<file path="src/rtl/fsm_job_dispatcher_if.sv">
// Handshake bundle between the job dispatcher, its requester and the
// 16-cycle go/done counter FSM. The master side is the environment
// (requester plus counter); the slave side is the dispatcher itself.
interface fsm_job_dispatcher_if #(
    parameter int PEND_W = 3,
    parameter int DONE_W = 8
);
    logic              req;
    logic              req_ready;
    logic              go;
    logic              done;
    logic              clr_err;
    logic              busy;
    logic [PEND_W-1:0] pending;
    logic [DONE_W-1:0] jobs_done;
    logic              timeout_err;

    modport master (
        output req,
        output done,
        output clr_err,
        input  req_ready,
        input  go,
        input  busy,
        input  pending,
        input  jobs_done,
        input  timeout_err
    );

    modport slave (
        input  req,
        input  done,
        input  clr_err,
        output req_ready,
        output go,
        output busy,
        output pending,
        output jobs_done,
        output timeout_err
    );
endinterface

</file>
<file path="src/rtl/fsm_job_dispatcher.sv">
// Job dispatcher feeding the 16-cycle go/done counter FSM.
// Accepts job requests into a saturating pending count, issues one go pulse
// per job, waits for done with a watchdog timer, counts completed jobs and
// raises a sticky timeout flag when a done is lost. All outputs are Moore:
// decoded from registered state/counters, never from req or done directly.
module fsm_job_dispatcher #(
    parameter int PEND_W  = 3,
    parameter int TIMEOUT = 20,
    parameter int DONE_W  = 8
) (
    input  logic                 clk,
    input  logic                 rst,
    fsm_job_dispatcher_if.slave  bus
);

    typedef enum logic [1:0] {
        S_IDLE  = 2'd0,
        S_ISSUE = 2'd1,
        S_WAIT  = 2'd2,
        S_ERROR = 2'd3
    } state_t;

    // Timer only needs to reach TIMEOUT-1 before the watchdog fires.
    localparam int                TMR_W    = $clog2(TIMEOUT);
    localparam logic [TMR_W-1:0]  TMR_LAST = TMR_W'(TIMEOUT - 1);
    localparam logic [PEND_W-1:0] PEND_MAX = '1;

    state_t             r_state;
    logic [PEND_W-1:0]  r_pending;
    logic [DONE_W-1:0]  r_jobs_done;
    logic [TMR_W-1:0]   r_timer;
    logic               r_timeout_err;

    logic               w_ready;
    logic               w_accept;
    logic               w_done_ret;
    logic               w_tmo_ret;
    logic               w_retire;

    // Ready comes from the registered count, so it lags the accepting edge.
    assign w_ready    = (r_pending != PEND_MAX);
    assign w_accept   = bus.req && w_ready;
    // done only matters while waiting; it beats a coincident timeout.
    assign w_done_ret = (r_state == S_WAIT) && bus.done;
    assign w_tmo_ret  = (r_state == S_WAIT) && !bus.done && (r_timer == TMR_LAST);
    // The in-flight job is part of pending, so pending is never zero here;
    // the guard just keeps the counter from ever wrapping downwards.
    assign w_retire   = (w_done_ret || w_tmo_ret) && (r_pending != '0);

    // Control FSM: state, watchdog timer, completion count and error flag.
    always_ff @(posedge clk or posedge rst) begin
        if (rst) begin
            r_state       <= S_IDLE;
            r_timer       <= '0;
            r_jobs_done   <= '0;
            r_timeout_err <= 1'b0;
        end else begin
            case (r_state)
                S_IDLE: begin
                    if (r_pending != '0) begin
                        r_state <= S_ISSUE;
                    end
                end
                S_ISSUE: begin
                    r_timer <= '0;
                    r_state <= S_WAIT;
                end
                S_WAIT: begin
                    r_timer <= r_timer + 1'b1;
                    if (w_done_ret) begin
                        r_jobs_done <= r_jobs_done + 1'b1;
                        r_state     <= S_IDLE;
                    end else if (w_tmo_ret) begin
                        r_timeout_err <= 1'b1;
                        r_state       <= S_ERROR;
                    end
                end
                S_ERROR: begin
                    if (bus.clr_err) begin
                        r_timeout_err <= 1'b0;
                        r_state       <= S_IDLE;
                    end
                end
                default: begin
                    r_state <= S_IDLE;
                end
            endcase
        end
    end

    // Pending-job counter: accept and retire in the same cycle cancel out.
    always_ff @(posedge clk or posedge rst) begin
        if (rst) begin
            r_pending <= '0;
        end else begin
            case ({w_accept, w_retire})
                2'b10:   r_pending <= r_pending + 1'b1;
                2'b01:   r_pending <= r_pending - 1'b1;
                default: r_pending <= r_pending;
            endcase
        end
    end

    assign bus.req_ready   = w_ready;
    assign bus.go          = (r_state == S_ISSUE);
    assign bus.busy        = (r_state == S_ISSUE) || (r_state == S_WAIT);
    assign bus.pending     = r_pending;
    assign bus.jobs_done   = r_jobs_done;
    assign bus.timeout_err = r_timeout_err;

endmodule
</file>
<file path="src/flat_wrapper.sv">
// flat-port wrapper written by rule: the top's interface ports become plain ports
module fsm_job_dispatcher_flat 
#(
    parameter int PEND_W  = 3,
    parameter int TIMEOUT = 20,
    parameter int DONE_W  = 8
)
  (clk, rst, bus_req, bus_done, bus_clr_err, bus_req_ready, bus_go, bus_busy, bus_pending, bus_jobs_done, bus_timeout_err);
  fsm_job_dispatcher_if #(.PEND_W(PEND_W), .DONE_W(DONE_W)) bus_i ();
  input  logic clk;
  input  logic rst;
  input wire logic [$bits(bus_i.req)-1:0] bus_req;
  input wire logic [$bits(bus_i.done)-1:0] bus_done;
  input wire logic [$bits(bus_i.clr_err)-1:0] bus_clr_err;
  output wire logic [$bits(bus_i.req_ready)-1:0] bus_req_ready;
  output wire logic [$bits(bus_i.go)-1:0] bus_go;
  output wire logic [$bits(bus_i.busy)-1:0] bus_busy;
  output wire logic [$bits(bus_i.pending)-1:0] bus_pending;
  output wire logic [$bits(bus_i.jobs_done)-1:0] bus_jobs_done;
  output wire logic [$bits(bus_i.timeout_err)-1:0] bus_timeout_err;
  assign bus_i.req = bus_req;
  assign bus_i.done = bus_done;
  assign bus_i.clr_err = bus_clr_err;
  assign bus_req_ready = bus_i.req_ready;
  assign bus_go = bus_i.go;
  assign bus_busy = bus_i.busy;
  assign bus_pending = bus_i.pending;
  assign bus_jobs_done = bus_i.jobs_done;
  assign bus_timeout_err = bus_i.timeout_err;
  fsm_job_dispatcher #(.PEND_W(PEND_W), .TIMEOUT(TIMEOUT), .DONE_W(DONE_W)) u_core (.clk(clk), .rst(rst), .bus(bus_i));
endmodule
</file>
<file path="config.mk">
export PLATFORM = sky130hd
export DESIGN_NAME = fsm_job_dispatcher_flat
export DESIGN_NICKNAME = d
export VERILOG_FILES = /design/src/rtl/fsm_job_dispatcher_if.sv /design/src/rtl/fsm_job_dispatcher.sv /design/src/flat_wrapper.sv
export SDC_FILE = /design/constraint.sdc
export NUM_CORES = 1
export LEC_CHECK = 0
export ABC_AREA = 1
export CAP_MARGIN = 20
export CORE_MARGIN = 3
export CORE_UTILIZATION = 58
export CTS_BUF_LIST = sky130_fd_sc_hd__clkbuf_4
export DETAILED_ROUTE_END_ITERATION = 7
export HOLD_SLACK_MARGIN = 0.15
export PLACE_DENSITY = 0.93
export SYNTH_ARGS = -nofsm -noshare
export SYNTH_HDL_FRONTEND = slang
export SYNTH_SLANG_ARGS = --single-unit
</file>
<file path="constraint.sdc">
create_clock -name clk -period 4.7 [get_ports clk]
set_input_delay 0.47 -clock clk [delete_from_list [all_inputs] [get_ports clk]]
set_output_delay 0.47 -clock clk [all_outputs]
set_load 0.02 [all_outputs]
</file>
### Word level (Yosys, flattened, before mapping)

Index checks and enable logic that the tools add are counted.

* flip-flop bits (word level): 19
* bits in latches: 0
* bits in writable memories: 0
* ROM bits: 0
* logic and storage cells: 48
* memories kept: 0

* add/sub/neg operators: 4
* multipliers: 0
* div/mod/pow operators: 0
* order comparisons: 0
* equal/unequal tests: 12
* shift-type cells: 0
* multiplexer cells: 11
* bitwise operators: 0
* reductions and logical operators: 16

Operator list (count)
* 5-bit case mux with 2 select lines: 1
* 8-bit by 1-bit adder with 8-bit output (second input constant): 1
* 2-bit two-way mux: 4
* 2-bit case mux with 4 select lines: 1
* 2-bit equality test (second input constant): 3
* 3-bit case mux with 2 select lines: 1
* 2-bit nonzero test: 3
* 5-bit by 1-bit adder with 5-bit output (second input constant): 1
* 5-bit equality test (second input constant): 1
* 1-bit logical AND: 5
* 2-bit by 1-bit equality test with 1-bit output (second input constant): 2
* 2-bit by 1-bit inequality test with 1-bit output (second input constant): 2
* 2-bit inequality test (second input constant): 2
* 4-bit AND reduction: 1
* 3-bit by 1-bit adder with 3-bit output (second input constant): 1
* 1-bit two-way mux: 3
* 3-bit by 1-bit inequality test with 1-bit output (second input constant): 1
* 3-bit inequality test (second input constant): 1
* 3-bit AND reduction: 1
* 3-bit nonzero test: 1
* 3-bit by 1-bit subtractor with 3-bit output (second input constant): 1
* 2-bit zero test: 1
* 1-bit logical OR: 2
* 1-bit case mux with 2 select lines: 1
* other kinds (2): 2

### Longest topological paths before layout

Gate-level depths: netlist of the first run.

* word-level depth: 7
* mapped depth: 12
* mapped depth without buffers: 12

### Least setup slack after synthesis of the first run

OpenSTA, ideal clock, no wires.

* path type: reg-to-reg
* start point: register u_core.r_state[0]
* end point: register u_core.r_pending[2], in the netlist u_core.bus.pending[2]
* arrival time: 2.247 ns
* data required time: 4.621 ns
* path slack: 2.374 ns
* stages on the path, launching flop included: 13
* period minus slack after synthesis: 2.326 ns
* cell sequence: dfrtp_1 inv_1 ha_1 inv_2 nor2_4 nand3_2 a22oi_1 ha_1 inv_1 fa_1 or2_2 nand2_1 xor2_1

* cells in the longest elaborated chain, start to end: 7
* elaborated cells between the ends (all ways): 10

Ends and longest elaborated chain
* from (decl): line fsm_job_dispatcher.sv:28 `state_t r_state;`
* from (signal assigned): line fsm_job_dispatcher.sv:53 `r_state <= S_IDLE;`
* from (signal assigned): line fsm_job_dispatcher.sv:61 `r_state <= S_ISSUE;`
* from (signal assigned): line fsm_job_dispatcher.sv:66 `r_state <= S_WAIT;`
* 2-bit equality test (*): line fsm_job_dispatcher.sv:44, fsm_job_dispatcher.sv:45
* 1-bit logical AND (2 in series): line fsm_job_dispatcher.sv:45 `assign w_tmo_ret = (r_state == S_WAIT) && !bus.done && (r_timer == TMR_LAST);`
* 1-bit logical OR (*): line fsm_job_dispatcher.sv:48 `assign w_retire = (w_done_ret || w_tmo_ret) && (r_pending != '0);`
* 1-bit logical AND (*): line fsm_job_dispatcher.sv:48
* 2-bit by 1-bit equality test with 1-bit output or 2-bit equality test (tied branches): line fsm_job_dispatcher.sv:96 `case ({w_accept, w_retire})`
* 3-bit case mux with 2 select lines or 2-bit nonzero test (tied branches)
* to (signal assigned): line fsm_job_dispatcher.sv:97 `2'b10: r_pending <= r_pending + 1'b1;`
* to (signal assigned): line fsm_job_dispatcher.sv:98 `2'b01: r_pending <= r_pending - 1'b1;`
* to (signal assigned): line fsm_job_dispatcher.sv:99 `default: r_pending <= r_pending;`
* to (decl): line fsm_job_dispatcher.sv:29 `logic [PEND_W-1:0] r_pending;`

Mark *: on every way between the ends. The rest lies on a longest branch, timed or not.
A chain may end at the register's enable or synchronous reset.

### Worst setup path after layout of the first run

Same ends and word-level chain as after synthesis.

==> flow_results.xml, run 1 <==
<?xml version="1.0" encoding="UTF-8"?>
<metrics>
  <group name="grt">
    <metric name="grt_start_max_net_pins" unit="">20</metric>
    <metric name="gr-total-overflow" unit="">0</metric>
    <metric name="grt_antenna_before_repair" unit="">0</metric>
    <metric name="via_count_of_the_first_global_routing_pass" unit="">942</metric>
    <metric name="grt_pass1_wl" unit="mm">4.02</metric>
    <metric name="global_route.usage.total" unit="%">20.9</metric>
  </group>
  <group name="timing">
    <metric name="worst-slew-pin-transition" unit="ns">0.725</metric>
    <metric name="holdWs" unit="ns">0.527</metric>
    <metric name="slew-limit-headroom" unit="%">51.6</metric>
    <metric name="timing_hold_violations_final" unit="">0</metric>
    <metric name="fin_setup_tns" unit="ns">0</metric>
    <metric name="finalMaxSlewViolations" unit="">0</metric>
    <metric name="max_fclk" unit="GHz">0.380</metric>
    <metric name="worst_clock_skew" unit="ns">0.00389</metric>
    <metric name="timing.final.crit_period" unit="ns">2.63</metric>
    <metric name="unrepaired_setup_endpoints_after_global_routing" unit="">false</metric>
    <metric name="post-route-period-util" unit="%">56.1</metric>
    <metric name="timing.final.setup_violations" unit="">0</metric>
  </group>
  <group name="power_and_ir_drop">
    <metric name="worst_ir_drop_vdd" unit="µV">314</metric>
    <metric name="power_density" unit="nW/µm²">572</metric>
    <metric name="power.combinational.fraction" unit="%">53.2</metric>
    <metric name="net-switching-power" unit="µW">351</metric>
    <metric name="intPower" unit="µW">430</metric>
    <metric name="seq_power_share" unit="%">35.6</metric>
    <metric name="leakage" unit="µW">0.000672</metric>
    <metric name="power.share.switching" unit="%">44.9</metric>
    <metric name="power.clock.fraction" unit="%">11.1</metric>
    <metric name="power" unit="µW">781</metric>
  </group>
  <group name="setup_path">
    <metric name="cp_max_fo" unit="">7</metric>
    <metric name="crit_path_end_kind" unit="">register</metric>
    <metric name="setup.worst_path.start_class" unit="">register</metric>
    <metric name="critPathRequiredTime" unit="ns">4.92</metric>
    <metric name="r2r_setup_slack" unit="ns">2.07</metric>
    <metric name="crit-reg2reg-launch" unit="">u_core.r_state[0]$_DFFE_PP0P_</metric>
    <metric name="number_of_cells_on_the_worst_reg_to_reg_path" unit="">12</metric>
    <metric name="r2r-end" unit="">u_core.bus.pending[2]$_DFFE_PP0P_</metric>
    <metric name="worst_ep_arrival_time" unit="ns">2.85</metric>
    <metric name="critPathKind" unit="">register to register</metric>
  </group>
  <group name="floorplanning">
    <metric name="die_h" unit="µm">49.8</metric>
    <metric name="die_width" unit="µm">49.8</metric>
    <metric name="design.portCount" unit="">20</metric>
    <metric name="initial_utilization" unit="%">63.0</metric>
    <metric name="core_footprint" unit="µm²">1760</metric>
    <metric name="fp.dieArea" unit="µm²">2480</metric>
    <metric name="floorplan.rows" unit="">15</metric>
  </group>
  <group name="worst_hold_path">
    <metric name="min_delay_worst_endpoint" unit="">u_core.bus.timeout_err$_DFFE_PP0P_</metric>
    <metric name="holdCritStartpoint" unit="">u_core.bus.timeout_err$_DFFE_PP0P_</metric>
    <metric name="holdCritPathClass" unit="">register to register</metric>
    <metric name="worstHoldPathCells" unit="">2</metric>
  </group>
  <group name="clocking">
    <metric name="post_cts_resized" unit="">0</metric>
    <metric name="clock_path_buffers" unit="">2</metric>
    <metric name="tritoncts" unit="">done</metric>
    <metric name="cts.root.buffer_cell" unit="">sky130_fd_sc_hd__clkbuf_4</metric>
    <metric name="cts_hold_buf" unit="">0</metric>
    <metric name="clock_sinks" unit="">19</metric>
    <metric name="postCtsSetupBuffers" unit="">0</metric>
    <metric name="cts.clk_slew.worst_paths" unit="ns">0.11</metric>
    <metric name="tritoncts.num_buffers" unit="">3</metric>
    <metric name="clkLatencyLatePin" unit="ns">0.29</metric>
    <metric name="h-tree-depth" unit="">1</metric>
  </group>
  <group name="logic_synthesis">
    <metric name="ys_ff_latch" unit="">19</metric>
    <metric name="postSynthNetCount" unit="">147</metric>
    <metric name="synthDistinctLibCells" unit="">22</metric>
    <metric name="syn_inst" unit="">133</metric>
    <metric name="synth-warning-count" unit="">0</metric>
    <metric name="synth_area" unit="µm²">1110</metric>
    <metric name="synth_sequential_area_ratio" unit="%">42.7</metric>
    <metric name="synth_area_per_cell" unit="µm²">8.36</metric>
  </group>
  <group name="layout">
    <metric name="num-fill-cells" unit="">138</metric>
    <metric name="num-nets-final" unit="">171</metric>
    <metric name="multiInputGateArea" unit="µm²">562</metric>
    <metric name="area_delta_synth_final" unit="%">22.6</metric>
    <metric name="layout-drive-gt1-share" unit="%">8.97</metric>
    <metric name="postLayoutCoreUtil" unit="%">77.3</metric>
    <metric name="antennaDiodeCount" unit="">0</metric>
    <metric name="regArea" unit="µm²">475</metric>
  </group>
  <group name="placement">
    <metric name="gpl.final_weighted_congestion" unit="">0.835</metric>
    <metric name="detailedPlacementHpwl" unit="mm">1.78</metric>
    <metric name="numPortBuffers" unit="">19</metric>
  </group>
  <group name="detailed_routing">
    <metric name="remaining_drc_errors" unit="">0</metric>
    <metric name="routed_wire_length_per_instance" unit="µm">12.7</metric>
    <metric name="drt_iter0_drc" unit="">19</metric>
    <metric name="vias_post_dr" unit="">939</metric>
    <metric name="antenna_left" unit="">0</metric>
    <metric name="drtPass1Iterations" unit="">4</metric>
    <metric name="routed_wirelength" unit="mm">2.29</metric>
    <metric name="detail_route.vias_per_cell" unit="">5.19</metric>
  </group>
  <group name="run_status">
    <metric name="result_of_the_run" unit="">completed</metric>
  </group>
  <group name="flow_run">
    <metric name="drv.max_cap_violation_count" unit="">0</metric>
  </group>
</metrics>
[cells in the mapped netlist, drive strengths merged]
| master | number | area, µm² |
|---|---|---|
| nor3b | 2 | 15.0 |
| a21oi | 4 | 20.0 |
| ha | 8 | 100 |
| xor2 | 3 | 26.3 |
| nor2 | 10 | 52.6 |
| xnor2 | 4 | 35.0 |
| nand4 | 3 | 25.0 |
| inv | 20 | 75.1 |
| or2 | 3 | 18.8 |
| nand3b | 1 | 7.51 |
| nand3 | 12 | 70.1 |
| fa | 1 | 20.0 |
| o21ai | 3 | 15.0 |
| a22oi | 1 | 7.51 |
| nand2 | 39 | 149 |
| dfrtp | 19 | 475 |
[metrics by stage]
| step | setup slack, ns | instances | instance area, µm² |
|---|---|---|---|
| floorplan | 2.37 | 133 | 1110 |
| global placement | 2.16 | 177 | 1330 |
| detailed placement | 2.04 | 177 | 1330 |
| CTS | 2.06 | 181 | 1360 |
| global route | 1.88 | 181 | 1360 |
| finish | 2.07 | 181 | 1360 |
[worst max-delay path, cell delays in order (launching register included)]
cell and delay (ns):
sky130_fd_sc_hd__dfrtp_1 0.43, sky130_fd_sc_hd__inv_1 0.15, sky130_fd_sc_hd__ha_1 0.36, sky130_fd_sc_hd__inv_2 0.10
sky130_fd_sc_hd__nor2_4 0.13, sky130_fd_sc_hd__nand3_2 0.08, sky130_fd_sc_hd__a22oi_1 0.16, sky130_fd_sc_hd__ha_1 0.17
sky130_fd_sc_hd__inv_1 0.06, sky130_fd_sc_hd__fa_1 0.37, sky130_fd_sc_hd__or2_2 0.30, sky130_fd_sc_hd__nand2_1 0.08
sky130_fd_sc_hd__xor2_1 0.16
[registers in the layout, indices dropped and copies added (netlist names)]
register	cells
u_core.bus.jobs_done	8
u_core.r_timer	5
u_core.bus.pending	3
u_core.r_state	2
u_core.bus.timeout_err	1
[cell usage in the layout (no fill, tap or decap)]
cell type	synthesis	routed
sky130_fd_sc_hd__inv_2	2	2
sky130_fd_sc_hd__or2_2	2	2
sky130_fd_sc_hd__nand3_1	10	10
sky130_fd_sc_hd__clkbuf_4	0	4
sky130_fd_sc_hd__nand2_2	1	1
sky130_fd_sc_hd__a21oi_1	4	4
sky130_fd_sc_hd__fa_1	1	1
sky130_fd_sc_hd__nor2_4	2	2
sky130_fd_sc_hd__nor3b_1	2	2
sky130_fd_sc_hd__ha_1	8	8
sky130_fd_sc_hd__nor2_1	8	8
sky130_fd_sc_hd__xor2_1	3	3
sky130_fd_sc_hd__nand4_2	1	1
sky130_fd_sc_hd__nand3_2	2	2
sky130_fd_sc_hd__inv_1	18	18
sky130_fd_sc_hd__nand3b_1	1	1
sky130_fd_sc_hd__nand4_1	2	2
sky130_fd_sc_hd__o21ai_0	3	3
sky130_fd_sc_hd__a22oi_1	1	1
sky130_fd_sc_hd__or2_1	1	1
sky130_fd_sc_hd__xnor2_1	4	4
sky130_fd_sc_hd__nand2_1	38	38
sky130_fd_sc_hd__dfrtp_1	19	19
sky130_fd_sc_hd__clkdlybuf4s50_1	0	19
[cell families (layout without fill, tap and decap cells)]
family | count (synthesis) | in the layout | synth area share [%]
XOR/XNOR | 7 | 7 | 5.51
AO/OA/AOI/OAI | 8 | 8 | 3.82
flip-flops | 19 | 19 | 42.7
adder cells (fa/ha/maj) | 9 | 9 | 10.8
buffers and inverters | 20 | 43 | 6.75
AND/OR/NAND/NOR | 70 | 70 | 30.4
[worst max-delay path by stage]
stage,startpoint,end,slack [ns],cells after the start
floorplan,u_core.r_state[0]$_DFFE_PP0P_,u_core.bus.pending[2]$_DFFE_PP0P_,2.37,12
global placement,bus_done,u_core.bus.pending[2]$_DFFE_PP0P_,2.16,10
detailed placement,bus_done,u_core.bus.pending[2]$_DFFE_PP0P_,2.04,10
CTS,u_core.r_state[0]$_DFFE_PP0P_,u_core.bus.pending[2]$_DFFE_PP0P_,2.06,12
global route,u_core.r_state[0]$_DFFE_PP0P_,u_core.bus.pending[2]$_DFFE_PP0P_,1.88,12
finish,u_core.r_state[0]$_DFFE_PP0P_,u_core.bus.pending[2]$_DFFE_PP0P_,2.07,12
[power by group through the flow]
stage | logic, µW | registers (µW) | clock network [µW]
2_1_floorplan | 226 | 308 | 0
3_3_place_gp | 392 | 275 | 0
3_5_place_dp | 416 | 281 | 0
4_1_cts | 419 | 278 | 88.9
5_1_grt | 458 | 286 | 97.4
6_report | 416 | 278 | 87.0
[final cells by class]
cell class                      instances  share of cell area (%)
Inverter                               20                    5.50
Sequential cell                        19                    34.9
Multi-Input combinational cell         94                    41.2
Timing Repair Buffer                   19                    13.9
Tap cell                               25                    2.29
Clock buffer                            4                    2.20
[metal layers]
metal | wire, µm | global-route usage (%) | vias up
met4 | 31 | 7.83 | 0
met1 | 972 | 25.3 | 445
li1 | - | - | 465
met3 | 74 | 3.02 | 4
met5 | 0 | 0 | -
met2 | 1220 | 37.2 | 25
Note: power is estimated with default switching activity, not from simulation.
==> run 2, diff against run 1 <==
--- a/config.mk
+++ b/config.mk
@@ -8,11 +8,11 @@
 export ABC_AREA = 1
 export CAP_MARGIN = 20
 export CORE_MARGIN = 3
-export CORE_UTILIZATION = 58
+export CORE_UTILIZATION = 48
 export CTS_BUF_LIST = sky130_fd_sc_hd__clkbuf_4
 export DETAILED_ROUTE_END_ITERATION = 7
 export HOLD_SLACK_MARGIN = 0.15
-export PLACE_DENSITY = 0.93
+export PLACE_DENSITY = 0.83
 export SYNTH_ARGS = -nofsm -noshare
 export SYNTH_HDL_FRONTEND = slang
 export SYNTH_SLANG_ARGS = --single-unit
==> constraint.sdc (replaced) <==
create_clock -name clk -period 2.24 [get_ports clk]
set_input_delay 0.224 -clock clk [delete_from_list [all_inputs] [get_ports clk]]
set_output_delay 0.224 -clock clk [all_outputs]
set_load 0.02 [all_outputs]
==> run 2 against run 1 <==
Effect of this change: core utilization is 4.9 points lower; clock power rose by 120%; largest power group unchanged; power rose by 130%; sequential power rose by 110%; worst setup slack lost 2.0 ns; global-route usage fell by 1.8 points; first-iteration DRC count increased by 58%; routed wire length rose by 6.5%; critical endpoint unchanged; critical path type unchanged.
==> flow_results.xml, run 2 (same netlist as run 1, synthesis figures left out) <==
<?xml version="1.0" encoding="UTF-8"?>
<metrics>
  <group name="placement">
    <metric name="detailedPlacementHpwl" unit="mm">1.83</metric>
    <metric name="gpl.final_weighted_congestion" unit="">0.799</metric>
    <metric name="pre_cts_slack" unit="ns">-0.129</metric>
    <metric name="numPortBuffers" unit="">19</metric>
    <metric name="dpl_cell_area" unit="µm²">1390</metric>
  </group>
  <group name="detailed_routing">
    <metric name="drtPass1Iterations" unit="">4</metric>
    <metric name="routed_wire_length_per_instance" unit="µm">12.5</metric>
    <metric name="detail_route.vias_per_cell" unit="">4.88</metric>
    <metric name="remaining_drc_errors" unit="">0</metric>
    <metric name="drt_iter0_drc" unit="">30</metric>
    <metric name="routed_wirelength" unit="mm">2.44</metric>
    <metric name="vias_post_dr" unit="">957</metric>
    <metric name="antenna_left" unit="">0</metric>
  </group>
  <group name="setup_path">
    <metric name="critPathRequiredTime" unit="ns">2.47</metric>
    <metric name="cp_max_fo" unit="">3</metric>
    <metric name="r2r-end" unit="">u_core.bus.pending[2]$_DFFE_PP0P_</metric>
    <metric name="startpoint" unit="">u_core.r_state[0]$_DFFE_PP0P_</metric>
    <metric name="crit_path_end_kind" unit="">register</metric>
    <metric name="r2r_setup_slack" unit="ns">0.05</metric>
    <metric name="crit-reg2reg-launch" unit="">u_core.r_state[0]$_DFFE_PP0P_</metric>
    <metric name="critPathKind" unit="">register to register</metric>
    <metric name="number_of_cells_on_the_worst_reg_to_reg_path" unit="">12</metric>
    <metric name="setup.worst_path.start_class" unit="">register</metric>
    <metric name="worst_setup_path_endpoint" unit="">u_core.bus.pending[2]$_DFFE_PP0P_</metric>
    <metric name="worst_ep_arrival_time" unit="ns">2.41</metric>
  </group>
  <group name="floorplanning">
    <metric name="die_width" unit="µm">54.1</metric>
    <metric name="die_h" unit="µm">54.1</metric>
    <metric name="core_footprint" unit="µm²">2080</metric>
    <metric name="fp.dieArea" unit="µm²">2930</metric>
    <metric name="floorplan.rows" unit="">16</metric>
    <metric name="design.portCount" unit="">20</metric>
    <metric name="initial_utilization" unit="%">53.4</metric>
  </group>
  <group name="power_and_ir_drop">
    <metric name="power" unit="µW">1790</metric>
    <metric name="net-switching-power" unit="µW">775</metric>
    <metric name="power_density" unit="nW/µm²">1190</metric>
    <metric name="power.clock.fraction" unit="%">10.6</metric>
    <metric name="worst_ir_drop_vdd" unit="µV">872</metric>
    <metric name="leakage" unit="µW">0.000741</metric>
    <metric name="power.combinational.fraction" unit="%">56.7</metric>
    <metric name="power.share.switching" unit="%">43.2</metric>
    <metric name="seq_power_share" unit="%">32.7</metric>
    <metric name="intPower" unit="µW">1020</metric>
  </group>
  <group name="grt">
    <metric name="gr-total-overflow" unit="">0</metric>
    <metric name="grt_start_max_net_pins" unit="">20</metric>
    <metric name="grt_antenna_before_repair" unit="">0</metric>
    <metric name="global_route.usage.total" unit="%">19.1</metric>
    <metric name="via_count_of_the_first_global_routing_pass" unit="">933</metric>
    <metric name="grt_pass1_wl" unit="mm">3.86</metric>
  </group>
  <group name="timing">
    <metric name="finalMaxSlewViolations" unit="">0</metric>
    <metric name="timing.final.setup_violations" unit="">0</metric>
    <metric name="unrepaired_setup_endpoints_after_global_routing" unit="">true</metric>
    <metric name="fin_setup_tns" unit="ns">0</metric>
    <metric name="slew-limit-headroom" unit="%">51.0</metric>
    <metric name="post-route-period-util" unit="%">97.6</metric>
    <metric name="timing.final.crit_period" unit="ns">2.19</metric>
    <metric name="worst_clock_skew" unit="ns">0.00738</metric>
    <metric name="max_fclk" unit="GHz">0.458</metric>
    <metric name="finalWorstSetupSlack" unit="ns">0.0542</metric>
    <metric name="worst-slew-pin-transition" unit="ns">0.734</metric>
    <metric name="timing_hold_violations_final" unit="">0</metric>
  </group>
  <group name="worst_hold_path">
    <metric name="holdCritPathClass" unit="">input pin to asynchronous set/reset pin</metric>
  </group>
  <group name="layout">
    <metric name="post-route-cell-area" unit="µm²">1510</metric>
    <metric name="area_delta_synth_final" unit="%">35.5</metric>
    <metric name="antennaDiodeCount" unit="">0</metric>
    <metric name="num-nets-final" unit="">184</metric>
    <metric name="layout_common_cells" unit="">sky130_fd_sc_hd__nand2_1, sky130_fd_sc_hd__clkdlybuf4s50_1, sky130_fd_sc_hd__dfrtp_1, sky130_fd_sc_hd__inv_1, sky130_fd_sc_hd__buf_4</metric>
    <metric name="largest_register_ffs" unit="">8</metric>
    <metric name="layout-drive-gt1-share" unit="%">21.3</metric>
    <metric name="num-fill-cells" unit="">173</metric>
    <metric name="layout_commonest_cell" unit="">sky130_fd_sc_hd__nand2_1</metric>
  </group>
  <group name="flow_run">
    <metric name="drv.max_cap_violation_count" unit="">0</metric>
  </group>
  <group name="clocking">
    <metric name="cts_hold_buf" unit="">0</metric>
    <metric name="tritoncts" unit="">done</metric>
    <metric name="clkLatencyLatePin" unit="ns">0.31</metric>
    <metric name="cts.root.buffer_cell" unit="">sky130_fd_sc_hd__clkbuf_4</metric>
    <metric name="tritoncts.num_buffers" unit="">3</metric>
    <metric name="clock_path_buffers" unit="">2</metric>
    <metric name="clock_sinks" unit="">19</metric>
    <metric name="cts.clk_slew.worst_paths" unit="ns">0.11</metric>
    <metric name="h-tree-depth" unit="">1</metric>
  </group>
  <group name="run_status">
    <metric name="result_of_the_run" unit="">completed</metric>
  </group>
</metrics>
-- run 2: power groups by stage --
stage	clock network (µW)	logic (µW)	registers (µW)
6_report	190	1020	586
5_1_grt	210	1130	605
4_1_cts	196	994	575
3_5_place_dp	0	925	587
3_3_place_gp	0	884	573
2_1_floorplan	0	486	649
-- run 2: worst min path at each step --
stage,cells past startpoint,endpoint,startpoint
2_1_floorplan,1,u_core.bus.jobs_done[0]$_DFFE_PP0P_,rst
3_3_place_gp,2,u_core.bus.timeout_err$_DFFE_PP0P_,u_core.bus.timeout_err$_DFFE_PP0P_
3_5_place_dp,2,u_core.bus.timeout_err$_DFFE_PP0P_,u_core.bus.timeout_err$_DFFE_PP0P_
4_1_cts,2,u_core.r_timer[3]$_DFFE_PP0P_,rst
5_1_grt,2,u_core.r_timer[3]$_DFFE_PP0P_,rst
6_report,2,u_core.r_timer[3]$_DFFE_PP0P_,rst
-- run 2: per-stage QoR --
| step | instances | hold WS [ns] | util, % |
|---|---|---|---|
| 6_report | 196 | 0.325 | 72.4 |
| 3_5_place_dp | 185 | 0.478 | 66.9 |
| 4_1_cts | 194 | 0.343 | 70.5 |
| 3_3_place_gp | 185 | 0.452 | 66.9 |
| 5_1_grt | 196 | 0.365 | 72.4 |
| 2_1_floorplan | 133 | 0.175 | - |
-- run 2: metal layers --
layer	global-route usage, %	wire length, µm	share of wire (%)
met2	31.3	1210	50
met5	0	0	0
met1	22.8	1090	44
met3	5.26	99	4.1
met4	9.54	43	1.8
-- run 2: final cells by class --
cell class	count	area, µm²	share of cell area, %
multi-input combinational	94	602	39.9
sequential	19	477	31.6
timing repair buffer	32	290	19.3
inverter	20	75.1	4.98
tap	27	33.8	2.24
clock buffer	4	30.0	1.99
-- run 2: repair_timing --
item	in CTS	in global routing
buffers inserted	5	2
setup endpoints to repair	1	2
hold endpoints to repair	0	0
resized for setup	3	8
pin swaps	0	4
-- run 2: worst max-delay path, cell delays in order, from the launching register on --
cell and delay, ns:
sky130_fd_sc_hd__dfrtp_1 0.40, sky130_fd_sc_hd__inv_2 0.08, sky130_fd_sc_hd__ha_4 0.14, sky130_fd_sc_hd__inv_2 0.05, sky130_fd_sc_hd__nor2_4 0.08, sky130_fd_sc_hd__nand3_2 0.09
sky130_fd_sc_hd__a22oi_2 0.16, sky130_fd_sc_hd__ha_2 0.19, sky130_fd_sc_hd__inv_2 0.05, sky130_fd_sc_hd__fa_2 0.38, sky130_fd_sc_hd__or2_4 0.25, sky130_fd_sc_hd__nand2_2 0.07
sky130_fd_sc_hd__xor2_1 0.16
==> run 3, diff against run 2 <==
--- a/config.mk
+++ b/config.mk
@@ -6,7 +6,7 @@
 export NUM_CORES = 1
 export LEC_CHECK = 0
 export ABC_AREA = 1
-export CAP_MARGIN = 20
+export CAP_MARGIN = 10
 export CORE_MARGIN = 3
 export CORE_UTILIZATION = 48
 export CTS_BUF_LIST = sky130_fd_sc_hd__clkbuf_4
==> results of run 3 <==
The final DEF is identical to that of run 2; final timing and power are the same.
